<file path="src/rtl/text_pkg.sv">
// Shared constants for the 80x30 text-mode display: cell geometry,
// VRAM sizing and the palette field layout of ctrl_color.
package text_pkg;
   localparam int unsigned CHAR_W = 8;
   localparam int unsigned CHAR_H = 16;
   localparam int unsigned COLS   = 80;
   localparam int unsigned ROWS   = 30;
   localparam int unsigned WORDS  = COLS * ROWS / 4;

   localparam int unsigned FG_R_HI = 24;
   localparam int unsigned FG_R_LO = 21;
   localparam int unsigned FG_G_HI = 20;
   localparam int unsigned FG_G_LO = 17;
   localparam int unsigned FG_B_HI = 16;
   localparam int unsigned FG_B_LO = 13;
   localparam int unsigned BG_R_HI = 12;
   localparam int unsigned BG_R_LO = 9;
   localparam int unsigned BG_G_HI = 8;
   localparam int unsigned BG_G_LO = 5;
   localparam int unsigned BG_B_HI = 4;
   localparam int unsigned BG_B_LO = 1;

   localparam int unsigned INV_BIT = 7;
endpackage

</file>
<file path="src/rtl/text_vram_fetch_blink_timer.sv">
// Cursor blink generator: counts frame-start pulses and toggles
// blink_phase every BLINK_FRAMES frames.
module blink_timer #(
   parameter int unsigned BLINK_FRAMES = 30
) (
   input  logic clk,
   input  logic reset,
   input  logic frame_start,
   output logic blink_phase
);
   logic [7:0] frame_cnt;

   always_ff @(posedge clk) begin
      if (reset) begin
         frame_cnt   <= '0;
         blink_phase <= 1'b0;
      end else if (frame_start) begin
         if (frame_cnt == 8'(BLINK_FRAMES - 1)) begin
            frame_cnt   <= '0;
            blink_phase <= ~blink_phase;
         end else begin
            frame_cnt <= frame_cnt + 8'd1;
         end
      end
   end
endmodule

</file>
<file path="src/rtl/text_vram_fetch.sv">
// Pixel-side text VRAM reader: raster position -> VRAM word address,
// byte select, cursor inversion and palette shadow, 2-cycle aligned.
module text_vram_fetch
   import text_pkg::*;
#(
   parameter int unsigned COLS         = text_pkg::COLS,
   parameter int unsigned ROWS         = text_pkg::ROWS,
   parameter int unsigned BLINK_FRAMES = 30,
   parameter int unsigned ADDR_W       = 10
) (
   input  logic              Clk,
   input  logic              Reset,
   input  logic [9:0]        DrawX,
   input  logic [9:0]        DrawY,
   input  logic              vde_in,
   input  logic              hs_in,
   input  logic              vs_in,
   input  logic [31:0]       ctrl_color,
   input  logic              cursor_en,
   input  logic [6:0]        cursor_col,
   input  logic [4:0]        cursor_row,
   output logic [ADDR_W-1:0] vram_addr,
   input  logic [31:0]       vram_rdata,
   output logic [7:0]        draw_code,
   output logic [31:0]       draw_sig,
   output logic [9:0]        DrawX_out,
   output logic [9:0]        DrawY_out,
   output logic              vde_out,
   output logic              hs_out,
   output logic              vs_out
);
   logic [6:0]  col;
   logic [5:0]  row;
   logic [11:0] idx;
   logic        frame_start;
   logic        blink_phase;
   logic        cursor_hit;
   logic        cursor_legal;

   logic [1:0]  s1_sel;
   logic        s1_hit, s1_vde, s1_hs, s1_vs;
   logic [9:0]  s1_x, s1_y;
   logic [31:0] shadow;
   logic [7:0]  sel_byte;

   always_comb begin
      col          = DrawX[9:3];
      row          = DrawY[9:4];
      idx          = 12'(row) * 12'(COLS) + 12'(col);
      frame_start  = (DrawX == '0) && (DrawY == '0);
      cursor_legal = (32'(cursor_col) < COLS) && (32'(cursor_row) < ROWS);
      cursor_hit   = cursor_en & blink_phase & cursor_legal &
                     (col == cursor_col) & (row == {1'b0, cursor_row});
      sel_byte     = vram_rdata[{s1_sel, 3'b000} +: 8];
   end

   blink_timer #(
      .BLINK_FRAMES (BLINK_FRAMES)
   ) u_blink (
      .clk         (Clk),
      .reset       (Reset),
      .frame_start (frame_start),
      .blink_phase (blink_phase)
   );

   // Stage 0: address issue; vram_rdata for this address is valid next cycle.
   always_ff @(posedge Clk) begin
      if (Reset) begin
         vram_addr <= '0;
         s1_sel    <= '0;
         s1_hit    <= 1'b0;
         s1_vde    <= 1'b0;
         s1_hs     <= 1'b0;
         s1_vs     <= 1'b0;
         s1_x      <= '0;
         s1_y      <= '0;
         shadow    <= '0;
      end else begin
         if (vde_in)
            vram_addr <= ADDR_W'(idx >> 2);
         s1_sel <= idx[1:0];
         s1_hit <= cursor_hit;
         s1_vde <= vde_in;
         s1_hs  <= hs_in;
         s1_vs  <= vs_in;
         s1_x   <= DrawX;
         s1_y   <= DrawY;
         if (frame_start)
            shadow <= ctrl_color;
      end
   end

   always_ff @(posedge Clk) begin
      if (Reset) begin
         draw_code <= '0;
         draw_sig  <= '0;
         DrawX_out <= '0;
         DrawY_out <= '0;
         vde_out   <= 1'b0;
         hs_out    <= 1'b0;
         vs_out    <= 1'b0;
      end else begin
         if (s1_vde) begin
            draw_code          <= sel_byte;
            draw_code[INV_BIT] <= sel_byte[INV_BIT] ^ s1_hit;
         end else begin
            draw_code <= '0;
         end
         draw_sig  <= shadow;
         DrawX_out <= s1_x;
         DrawY_out <= s1_y;
         vde_out   <= s1_vde;
         hs_out    <= s1_hs;
         vs_out    <= s1_vs;
      end
   end
endmodule

</file>
<file path="config.mk">
export PLATFORM = sky130hd
export DESIGN_NAME = text_vram_fetch
export DESIGN_NICKNAME = d
export VERILOG_FILES = /design/src/rtl/text_pkg.sv /design/src/rtl/text_vram_fetch_blink_timer.sv /design/src/rtl/text_vram_fetch.sv
export SDC_FILE = /design/constraint.sdc
export NUM_CORES = 1
export LEC_CHECK = 0
export ABC_CLOCK_PERIOD_IN_PS = 6800
export BUFFER_PORTS_ARGS = -buffer_cell sky130_fd_sc_hd__buf_2
export CAP_MARGIN = 20
export CORE_UTILIZATION = 53
export DETAILED_ROUTE_END_ITERATION = 16
export PLACE_DENSITY = 0.89
export SLEW_MARGIN = 20
export SYNTH_ARGS = -nofsm -noshare
export SYNTH_HDL_FRONTEND = slang
export SYNTH_HIERARCHICAL = 1
export SYNTH_SLANG_ARGS = --single-unit
</file>
<file path="constraint.sdc">
create_clock -name Clk -period 6.8 [get_ports Clk]
set_input_delay 2.04 -clock Clk [delete_from_list [all_inputs] [get_ports Clk]]
set_output_delay 2.04 -clock Clk [all_outputs]
set_load 0.01 [all_outputs]
</file>
Word-level counts from Yosys, hierarchy flattened
Cells that the tools add are included.
{ "totals": {"register_bits": 140, "output_inout_bits": 73, "wordCells": 41} }
{ "op_classes": {"n_addsub": 2, "n_mul": 1, "n_lt_le_gt_ge": 2, "eq_ne": 3, "shift": 1, "mux": 1, "bitwise_logic": 7, "reduce_logical": 6} }
{ "op_table": {"columns": ["cell", "n"], "rows": [
  ["32-bit by 6-bit variable part select with 8-bit output", 1],
  ["10-bit zero test", 2],
  ["12-bit by 7-bit adder with 12-bit output", 1],
  ["8-bit by 1-bit adder with 8-bit output (second input constant)", 1],
  ["8-bit by 5-bit == test with 1-bit output (second input constant)", 1],
  ["6-bit by 3-bit multiplier with 8-bit output (second input constant)", 1],
  ["8-bit two-way mux", 1],
  ["7-bit == test", 1],
  ["7-bit less-than comparator (second input constant)", 1],
  ["6-bit by 5-bit == test with 1-bit output", 1],
  ["5-bit less-than comparator (second input constant)", 1],
  ["1-bit bitwise AND", 4],
  ["1-bit logical AND", 2],
  ["1-bit NOT", 2],
  ["2-bit AND reduction", 1],
  ["2-bit OR reduction", 1],
  ["1-bit bitwise XOR", 1]
]} }

Depth between registers and ports, before layout
Gate-level depths: netlist of the first run.
{ "logic_depth": {"ltp_word": 5, "depth_mapped": 8} }

Cells and area by module
Netlist of the first run, hierarchy kept.
{ "by_module_without_submodules": {"columns": ["mod", "instances", "cells_each", "area_each_um2", "seq_area_each_um2"], "rows": [
  ["text_vram_fetch", 1, 399, 4531.8, 2582.5],
  ["blink_timer", 1, 50, 465.4, 180.2]
]} }

Worst setup path after synthesis of the first run
OpenSTA, ideal clock, no wires.
{ "synth_path": {"path_kind": "input to register", "from": "input DrawY[5]", "to": "register vram_addr[7]", "setup_time_ns": 0.075, "arrival_ns": 3.919, "slack_ns": 2.807, "path_stages": 6, "path_cell_list": "ha_1 > ha_1 > fa_1 > nand2_1 > or4b_2 > a31oi_1"} }
{ "synth_between": {"elab_chain_cells": 2} }
{ "synth_lines": {"columns": ["element", "line_no", "rtl"], "rows": [
  ["start, declared", "text_vram_fetch.sv:14", "input logic [9:0] DrawY,"],
  ["6-bit by 3-bit multiplier with 8-bit output", "text_vram_fetch.sv:49", "idx = 12'(row) * 12'(COLS) + 12'(col);"],
  ["12-bit by 7-bit adder with 12-bit output", "text_vram_fetch.sv:49", null],
  ["end signal, assigned", "text_vram_fetch.sv:80", "vram_addr <= ADDR_W'(idx >> 2);"],
  ["end, declared", "text_vram_fetch.sv:22", "output logic [ADDR_W-1:0] vram_addr,"]
]} }
Every way passes these cells.
A chain may end at the register's enable or synchronous reset.

Worst setup path in the final report of the first run
{ "layout_path": {"from": "input DrawY[4]", "to": "register u_blink.frame_cnt[5]"} }
{ "layout_between": {"elab_chain_cells": 2} }
{ "layout_lines": {"columns": ["element", "line_no", "rtl"], "rows": [
  ["10-bit zero test", "text_vram_fetch.sv:50", "frame_start = (DrawX == '0) && (DrawY == '0);"],
  ["1-bit logical AND", "text_vram_fetch.sv:50", null],
  ["end signal, assigned", "text_vram_fetch_blink_timer.sv:22", "frame_cnt <= frame_cnt + 8'd1;"],
  ["end, declared", "text_vram_fetch_blink_timer.sv:11", "logic [7:0] frame_cnt;"]
]} }
Every way passes these cells.

==> out/results.txt, run 1 <==
The clock reaches the later pin of the worst-skew pair after 0.51 ns. Summed over all nets, the switching power comes to 437 uW. The first global-routing pass estimated 18600 um of wire.

Of the total synthesized cell area, the portion taken by full adders, half adders and majority gates is 4.06%. The final-report hold violation count is 0. In this run the number of H-tree levels came out at 4. The worst hold path begins at s1_vs. Traced cell by cell, the critical path runs through buf_2 > nor4_1 > nand3_1 > nor2_4 > buf_4 > nand4_4 > or4b_1 > a21oi_1.

The quantity of gates resized following cts is 0. The synthesized design contains 138 register bits. The synthesized netlist devotes 20.0% of its cell area to simple gates. The class of the most critical setup path is input port to flip-flop.

The instance area at placement was 5920 sq um; the worst clock skew was 0.00676 ns. Worst hold-check path type: flip-flop to flip-flop. The final design instance area without fill came out at 6500 sq um.

The synthesized instance count is 449, and the final net count is 739. The count of vias placed by the detailed router is 3891. The tools report the logic gate share of total power as 8.2%. The pre-antenna-repair detailed-routing pass consisted of 4 iterations. Cells with a size suffix above 1 make up 36.0% of the layout. IR analysis of the VDD net gives a maximum drop of 0.166 mV.

The most used flip-flop cell after synthesis is sky130_fd_sc_hd__dfxtp_1. For the maximum number of buffers from clock root to sink, the log shows 2. For the pin with the worst max-slew slack, the measured transition is 0.802 ns. The run gives 3955 as the number of global-route vias before repair.

Once the floorplan was initialized, standard cells occupied 54.3% of the core. The slowest stage of the critical path belongs to the cell sky130_fd_sc_hd__or4b_1. Adding up every negative setup slack in the final design gives 0 ns.

The sequential area share after synthesis is 55.3%, and the parity-gate share of the synthesized area counting xor and xnor cells is 3.48%. Endpoint arrival time on the critical path: 4.66 ns. The tools report the kind of end point of the critical path as a flip-flop. Layout overhead on the synthesized area: 30.1%. The HPWL after detailed placement is 8040 um.

Max-cap violations in this run came to 0. The number of buffers created by CTS is 17, and the highest cell delay on the worst timing path is 0.55 ns. The flow ran to the end, and the final reports show no timing, DRC or antenna violations. The number of buffers inserted by port buffering is 174. Grouping stages by cell kind, the critical path spends the most delay in simple AND/OR/NAND/NOR gates.

Global routing finished with a remaining overflow of 0. Timing would allow up to 237 MHz. The violation count after the first detailed-routing iteration is 111.

By area, the combinational part of the netlist is dominated by simple AND/OR/NAND/NOR gates. For the number of nets in the synthesized netlist, the log shows 566. By area the synthesized netlist is led by sky130_fd_sc_hd__dfxtp_1, sky130_fd_sc_hd__nor2b_1, sky130_fd_sc_hd__mux2i_1. After synthesis, the largest area contributor takes up 55.3% of total cell area. The root buffer cell chosen for the clock tree is sky130_fd_sc_hd__clkbuf_8. The minimum clock period came out at 4.22 ns. The worst setup timing slack at the placement stage is 2.13 ns. In this run the remaining antenna-violating nets after routing total 0.

In this run the power density over the cells is 290 nW/um^2. Dividing the detail-routed wire length by the instance count gives 15.7 um. STA classifies the critical path startpoint as an input port. Counting every sink on the clock net gives 138. Number of warnings printed during yosys synthesis: 6. For the area of the core, the log shows 9200 sq um.

The multiplexer fraction of the synthesized cell area was 11.2%. Across all hold checks on the routed design, the worst slack comes to 0.433 ns. Global routing used 24.6% of the available tracks across all layers.

The final estimated routing congestion in global placement came out at 0.849. The final count of pins violating max slew is 0. The worst register-to-register path begins at s1_sel[0]. The overall die width was 99.1 um. After detailed routing, the total wire length is 11700 um. The async set-or-reset flop fraction in the synthesized netlist works out to 0%. After layout, the worst path uses 62.1% of the clock period. In this run the mean area of a mapped cell was 11.1 sq um. TritonCTS built the clock tree. For the number of DRC violations after detailed routing, the log shows 0. Setup repair after global routing left no endpoint under its margin.

For the total die area, the log shows 9820 sq um. Post-CTS setup-driven buffer insertion count: 0. Setup violations remaining at the end of the flow were counted as 0. Summed over all cells, the static leakage comes to 2.89 nW. Clock-pin slew was measured on the worst setup and hold paths at 0.06 ns.

Yosys mapped the design onto 43 distinct sky130hd cell types. The largest total area in the synthesized netlist belongs to sky130_fd_sc_hd__dfxtp_1. The layout has 637 filler cells.

Standard-cell row count: 35. Entering global routing, the biggest net connects 85 pins. The number of primary I/O pins is 175, and the number of hold-repair buffers added at the cts stage is 0.

The share of total power dissipated in the clock network is 47.2%. The startpoint of the most critical setup path was DrawY[4]. In this run, synthesis inferred 0 flip-flops with an integrated enable. Dividing the detail-routed via count by the number of cells gives 5.22.

The share of total power dissipated in sequential elements is 44.6%. In this run the worst path has a maximum fanout of 25. The internal portion of the total power is 1.45 mW. In the synthesized netlist, the cells that appear most often are sky130_fd_sc_hd__dfxtp_1, sky130_fd_sc_hd__nor2b_1, sky130_fd_sc_hd__nor2_1.

The headroom to the max-slew limit is 46.6%. By instance count, the leading cell after synthesis is sky130_fd_sc_hd__dfxtp_1. In the post-route analysis, the smallest setup slack over all paths is 2.58 ns.

Of the total power, the share spent switching nets is 23.2%. The number of antenna violations at the first check in global routing is 0, and the number of buffers and inverters on the critical path is 2. Summing the areas of all compound-gate instances in the mapped netlist gives 3.41% of the synthesized area.

The die boundary height came out at 99.1 um. The cell area after synthesis was 5000 sq um; the number of diodes was 0. The tools report the worst endpoint required time as 7.23 ns.
[cells by family after synthesis]
| logic type | after synthesis |
|---|---|
| AO/OA/AOI/OAI | 27 |
| XOR/XNOR | 19 |
| adder cells (fa/ha/maj) | 15 |
| buffers and inverters | 28 |
| flip-flops | 138 |
| multiplexers | 46 |
| AND/OR/NAND/NOR | 176 |
[area by class of cell]
class                      instances  area, sq um  area share (%)
inverter                           6         22.5           0.346
timing repair buffer             176          888            13.7
tap                              111          139            2.14
multi-input combinational        283         2110            32.4
sequential                       138         2760            42.5
clock buffer                      19          442            6.79
clock inverter                    12          139            2.14
[flip-flops by register name, indices dropped and copies added (netlist names)]
name / count
hs_out: 1
vram_addr: 10
vs_out: 1
s1_y: 10
DrawX_out: 10
draw_sig: 32
s1_hit: 1
s1_vs: 1
u_blink/frame_cnt: 8
s1_hs: 1
shadow: 32
DrawY_out: 10
u_blink/blink_phase: 1
s1_sel: 1
s1_x: 9
draw_code: 8
s1_vde: 1
vde_out: 1
[layout by cell type, fill, tap and decap left out, types with 3 or more instances in the layout]
cell type	n
sky130_fd_sc_hd__buf_4	3
sky130_fd_sc_hd__a21oi_1	10
sky130_fd_sc_hd__clkbuf_8	3
sky130_fd_sc_hd__a211oi_1	3
sky130_fd_sc_hd__inv_1	6
sky130_fd_sc_hd__nand2_1	9
sky130_fd_sc_hd__nor2b_1	84
sky130_fd_sc_hd__ha_1	13
sky130_fd_sc_hd__mux4_2	8
sky130_fd_sc_hd__xor2_1	5
sky130_fd_sc_hd__o21ai_0	4
sky130_fd_sc_hd__mux2i_1	37
sky130_fd_sc_hd__clkinv_4	3
sky130_fd_sc_hd__xnor2_1	13
sky130_fd_sc_hd__nor3_1	3
sky130_fd_sc_hd__dfxtp_1	138
sky130_fd_sc_hd__inv_6	4
sky130_fd_sc_hd__a31oi_1	3
sky130_fd_sc_hd__nand3_1	8
sky130_fd_sc_hd__buf_2	173
sky130_fd_sc_hd__nor4_1	8
sky130_fd_sc_hd__clkbuf_16	16
sky130_fd_sc_hd__nor2_1	46
[worst paths after layout]
path | endpoint | slack [ns] | depth (start not counted)
worst min register to register | vs_out | 0.43 | 1
worst max register to register | draw_code[7] | 5.14 | 3
worst max-delay path | u_blink/frame_cnt[5] | 2.58 | 8
worst min-delay path | vs_out | 0.43 | 1
[per-layer routing]
metal | vias to the layer above | wire length (um) | track usage (%)
met4 | 0 | 194 | 9.28
met3 | 21 | 989 | 8.01
met2 | 174 | 5990 | 44.9
met5 | - | 0 | 0
li1 | 1851 | - | -
met1 | 1845 | 4510 | 26.5
[metrics by stage]
step / instances / utilization, % / total power [mW]
3_3_place_gp: 714 / 64.4 / 1.00
5_1_grt: 745 / 70.7 / 1.95
3_5_place_dp: 714 / 64.4 / 1.01
6_report: 745 / 70.7 / 1.88
4_1_cts: 745 / 70.7 / 1.90
2_1_floorplan: 449 / - / 0.941
[power by group through the flow]
stage          registers [mW]  logic (mW)  clock network, mW
6_report                0.841       0.154              0.890
5_1_grt                 0.843       0.168              0.941
4_1_cts                 0.841       0.154              0.905
3_5_place_dp            0.858       0.151                  0
3_3_place_gp            0.857       0.147                  0
2_1_floorplan           0.861      0.0797                  0
[worst register-to-register path, stage by stage (launching register included)]
cell and delay (ns):
sky130_fd_sc_hd__dfxtp_1 0.69, sky130_fd_sc_hd__mux4_2 0.62, sky130_fd_sc_hd__xnor2_1 0.17, sky130_fd_sc_hd__nor2_1 0.06
(Power assumes the default switching activity.)
==> run 2, diff against run 1 <==
Settings changed: ABC_AREA from default to 1, ABC_CLOCK_PERIOD_IN_PS 6800 to 4100, CORE_UTILIZATION 53 to 50, PLACE_DENSITY 0.89 to 0.84.
Clock period 6.8 ns to 4.1 ns, I/O delays scaled along.
==> run 2 against run 1 <==
Net effect:
- area after synthesis rose by 4.7%
- die area rose by 11%
- hold slack got worse by 0.035 ns
- setup slack got worse by 1.2 ns
- critical path type unchanged
- largest power group unchanged
- highest routed layer unchanged
==> out/results.txt, run 2 <==
STA classifies the critical path endpoint as a flip-flop. Filler cell count: 833 (+31%). The violation count after the first detailed-routing iteration is 221 (+99%).

Max-cap violation count: 0 (unchanged). The logs give 52.5% (-1.8 points) for the initial cell density of the core and 21.8% (-2.8 points) for the aggregate global-route resource usage. The maximum number of pins on one net before global-route repair is 85 (unchanged), and the number of antenna violations at the first check in global routing is 0 (unchanged).

The number of diodes was 0 (unchanged). The highest cell delay on the worst timing path was 0.56 ns (about the same). The sum of net half-perimeters after detailed placement was 8280 um (+3.0%). The number of buffers inserted by port buffering was 174 (unchanged); the wire length per cell after detailed routing was 11.9 um (-24%).

The number of iterations in the first detailed-routing pass is 4 (unchanged), and the count of cell types in the netlist is 33 (-23%). The post-synthesis average cell area is 7.95 sq um (-29%). The total die area was 10900 sq um (+11%).

Top achievable clock speed: 372 MHz. The post-detailed-route via-to-cell ratio works out to 4.59 (-12%). TritonCTS built the clock tree.

The maximum fanout along the worst path works out to 5 (-80%). For the count of H-tree levels built during CTS, the log shows 4 (unchanged). By count the netlist is led by sky130_fd_sc_hd__nor2_1, sky130_fd_sc_hd__dfxtp_1, sky130_fd_sc_hd__inv_1. After synthesis, the cell types taking the most area are sky130_fd_sc_hd__dfxtp_1, sky130_fd_sc_hd__nor2_1, sky130_fd_sc_hd__inv_1. The power density normalized to cell area came out at 464 nW/um^2 (+60%). For the overall power consumption, the log shows 3.12 mW (+65%). Traced cell by cell, the critical path runs through buf_2 > ha_1 > ha_1 > fa_1 > nand2_1 > inv_1 > nand3_1 > nor2_1 > nand2_1 > nand2_1 > nand3_1 > nand2_1 > inv_1. The tools report the post-CTS setup-driven buffer insertion count as 0 (unchanged). The run gives 0.398 ns (-0.0353 ns) as the final hold slack.

The critical path's slowest cell was sky130_fd_sc_hd__fa_1. Final estimated routing congestion in global placement: 0.895 (+5.5%). In this design, the critical path's most frequently occurring cell is sky130_fd_sc_hd__nand2_1. The area share of the leading cell type in the synthesized netlist works out to 52.8% (-2.5 points). The dominant delay contributor by cell family on the critical path is adder cells.

The synthesized instance count came out at 658 (+47%). The final net count is 945 (+28%), and the remaining antenna violation count is 0 (unchanged). The largest registers in the layout are draw_sig: 32 flops, shadow: 32 flops. Highest ir drop seen on vdd: 0.256 mV (+54%). sky130_fd_sc_hd__dfxtp_1 takes more of the synthesized area than any other cell. The synthesis-stage register bit count is 138 (unchanged). The headroom to the max-slew limit was 43.0% (-3.6 points). Dividing the final minimum period by the clock period gives 65.6%. The measured slew at the worst slew-check pin is 0.855 ns (+0.0534 ns), and the overall die width is 104 um (+5.2%). The logs give 3.10 ns (-1.56 ns) for the endpoint arrival time on the critical path and 2 (unchanged) for the maximum number of buffers from clock root to sink. The proportion of layout cells with a drive suffix above 1 works out to 27.3% (-8.6 points). Kind of start point of the critical path: an input port. The sequential area share after synthesis is 52.8% (-2.5 points). Among all cell types in the netlist, the one instantiated most often is sky130_fd_sc_hd__nor2_1.

The total placed cells including tap cells came out at 942 (+32%). Number of DRC violations after detailed routing: 0 (unchanged). The number of sinks on the clock net is 138 (unchanged).

The sum of overflow across all layers after global routing was 0 (unchanged). The number of nets in the synthesized netlist is 775 (+37%), and the number of buffers and inverters on the critical path is 3 (+1). The class of the most critical setup path is input port to flip-flop. Most common cell after layout, fill and taps aside: sky130_fd_sc_hd__nor2_1. The die boundary height works out to 104 um (+5.2%).

The run finished with clean final reports. The final-report hold violation count was 0 (unchanged). The async set-or-reset flop fraction in the synthesized netlist works out to 0% (unchanged). The logs give 6 (unchanged) for the number of warnings printed during yosys synthesis and 36 (+2.9%) for the standard-cell row count. Setup repair after global routing left no endpoint under its margin.

The tools report the number of setup violations in the final report as 0 (unchanged). The number of hold-repair buffers added at the cts stage was 0 (unchanged); the minimum clock period was 2.69 ns. The logs give 9950 sq um (+8.2%) for the area of the core and 11600 um (-0.51%) for the routed wire length.

The global-route wire length before repair is 18800 um (+1.3%), and the final count of pins violating max slew is 0 (unchanged). The summed negative setup slack over all endpoints is 0 ns (unchanged), and the number of primary I/O pins is 175 (unchanged). The count of vias placed by the detailed router was 4475 (+15%). The tools report the quantity of gates resized following cts as 0 (unchanged). Clock tree synthesis selected as its root buffer the cell sky130_fd_sc_hd__clkbuf_8.

Cell area after synthesis: 5230 sq um (+4.7%). The primary flip-flop cell chosen by synthesis mapping was sky130_fd_sc_hd__dfxtp_1. The tools report the number of buffers created by CTS as 17 (unchanged). The worst endpoint required time came out at 4.51 ns (-2.72 ns).

The post-route non-filler standard cell count was 974 (+31%); the register clock-pin slew on the reported worst setup and hold paths was 0.06 ns (about the same). Layout overhead on the synthesized area: 28.3%. Worst clock skew: 0.00892 ns (+0.00216 ns).

The path class of the tightest hold or removal check is flip-flop to flip-flop. The run gives 3.28 nW (+13%) as the static leakage. In the layout the commonest cells are sky130_fd_sc_hd__nor2_1, sky130_fd_sc_hd__buf_2, sky130_fd_sc_hd__dfxtp_1. The number of enable flip-flop cells after synthesis is 0 (unchanged), and the number of global-route vias before repair is 4092 (+3.5%).

The source-to-sink clock delay at the later pin of the worst-skew pair came out at 0.52 ns (about the same).
==> run 2: cell count changes after synthesis, sizes merged, moves of 4 or more <==
| cell | change |
|---|---|
| nand2 | +31 |
| nand3 | +9 |
| mux4 | -8 |
| xnor2 | -4 |
| nor2 | +163 |
| mux2i | -37 |
| a21oi | +5 |
| o21ai | +53 |
| inv | +98 |
| nor4 | -9 |
| nand4 | +5 |
| a211oi | -4 |
| nor2b | -84 |
==> run 2: worst register-to-register path: stages, from the launching register on <==
cell	delay, ns
sky130_fd_sc_hd__dfxtp_1	0.69
sky130_fd_sc_hd__inv_2	0.24
sky130_fd_sc_hd__o21ai_0	0.21
sky130_fd_sc_hd__o22ai_1	0.10
sky130_fd_sc_hd__o21ai_0	0.16
sky130_fd_sc_hd__a21oi_1	0.06
==> run 2: logic make-up (layout without fill, tap and decap cells) <==
group / Yosys count / count (layout) / synth area share (%)
AOI/OAI and AO/OA: 76 / 76 / 7.54
xor gates and xnor gates: 17 / 17 / 2.85
adders and majority gates: 15 / 15 / 3.88
buffers and inverters: 130 / 313 / 10.6
DFF: 138 / 138 / 52.8
and+or+nand+nor: 282 / 282 / 22.3
==> run 2: through the flow <==
step	util (%)	setup WS (ns)	cell area (sq um)
global placement	61.6	0.932	6130
detailed placement	61.6	0.884	6130
floorplan	-	1.18	5230
CTS	67.4	1.41	6710
finish	67.4	1.41	6710
global route	67.4	1.22	6710
==> run 2: path summary, 6_finish.rpt <==
kind	slack [ns]	end	depth (start not counted)	from
setup / recovery	1.41	vram_addr[9]	13	DrawY[5]
hold / removal	0.40	DrawY_out[3]	2	s1_y[3]
setup reg to reg	2.54	draw_code[7]	5	s1_sel[0]
hold reg to reg	0.40	DrawY_out[3]	2	s1_y[3]
==> run 2: layer usage <==
metal | up-vias | track usage (%) | wire length (um)
met5 | - | 0 | 0
met3 | 17 | 5.51 | 549
met4 | 0 | 8.98 | 242
met1 | 1971 | 25.1 | 4890
met2 | 143 | 38.4 | 5940
li1 | 2344 | - | -
==> run 2: layout make-up <==
cell class | count | area [sq um] | area share [%]
inverter | 105 | 399 | 5.95
tap | 133 | 166 | 2.48
clock buffer | 17 | 414 | 6.17
sequential | 138 | 2760 | 41.2
timing repair buffer | 176 | 886 | 13.2
clock inverter | 15 | 168 | 2.50
multi-input combinational | 390 | 1910 | 28.5
==> run 2: where the power goes <==
| part | switching (mW) | total [mW] | internal [mW] |
|---|---|---|---|
| registers | 0.0146 | 1.39 | 1.37 |
| clock network | 0.630 | 1.47 | 0.838 |
| logic | 0.150 | 0.259 | 0.109 |
| total | 0.795 | 3.12 | 2.32 |
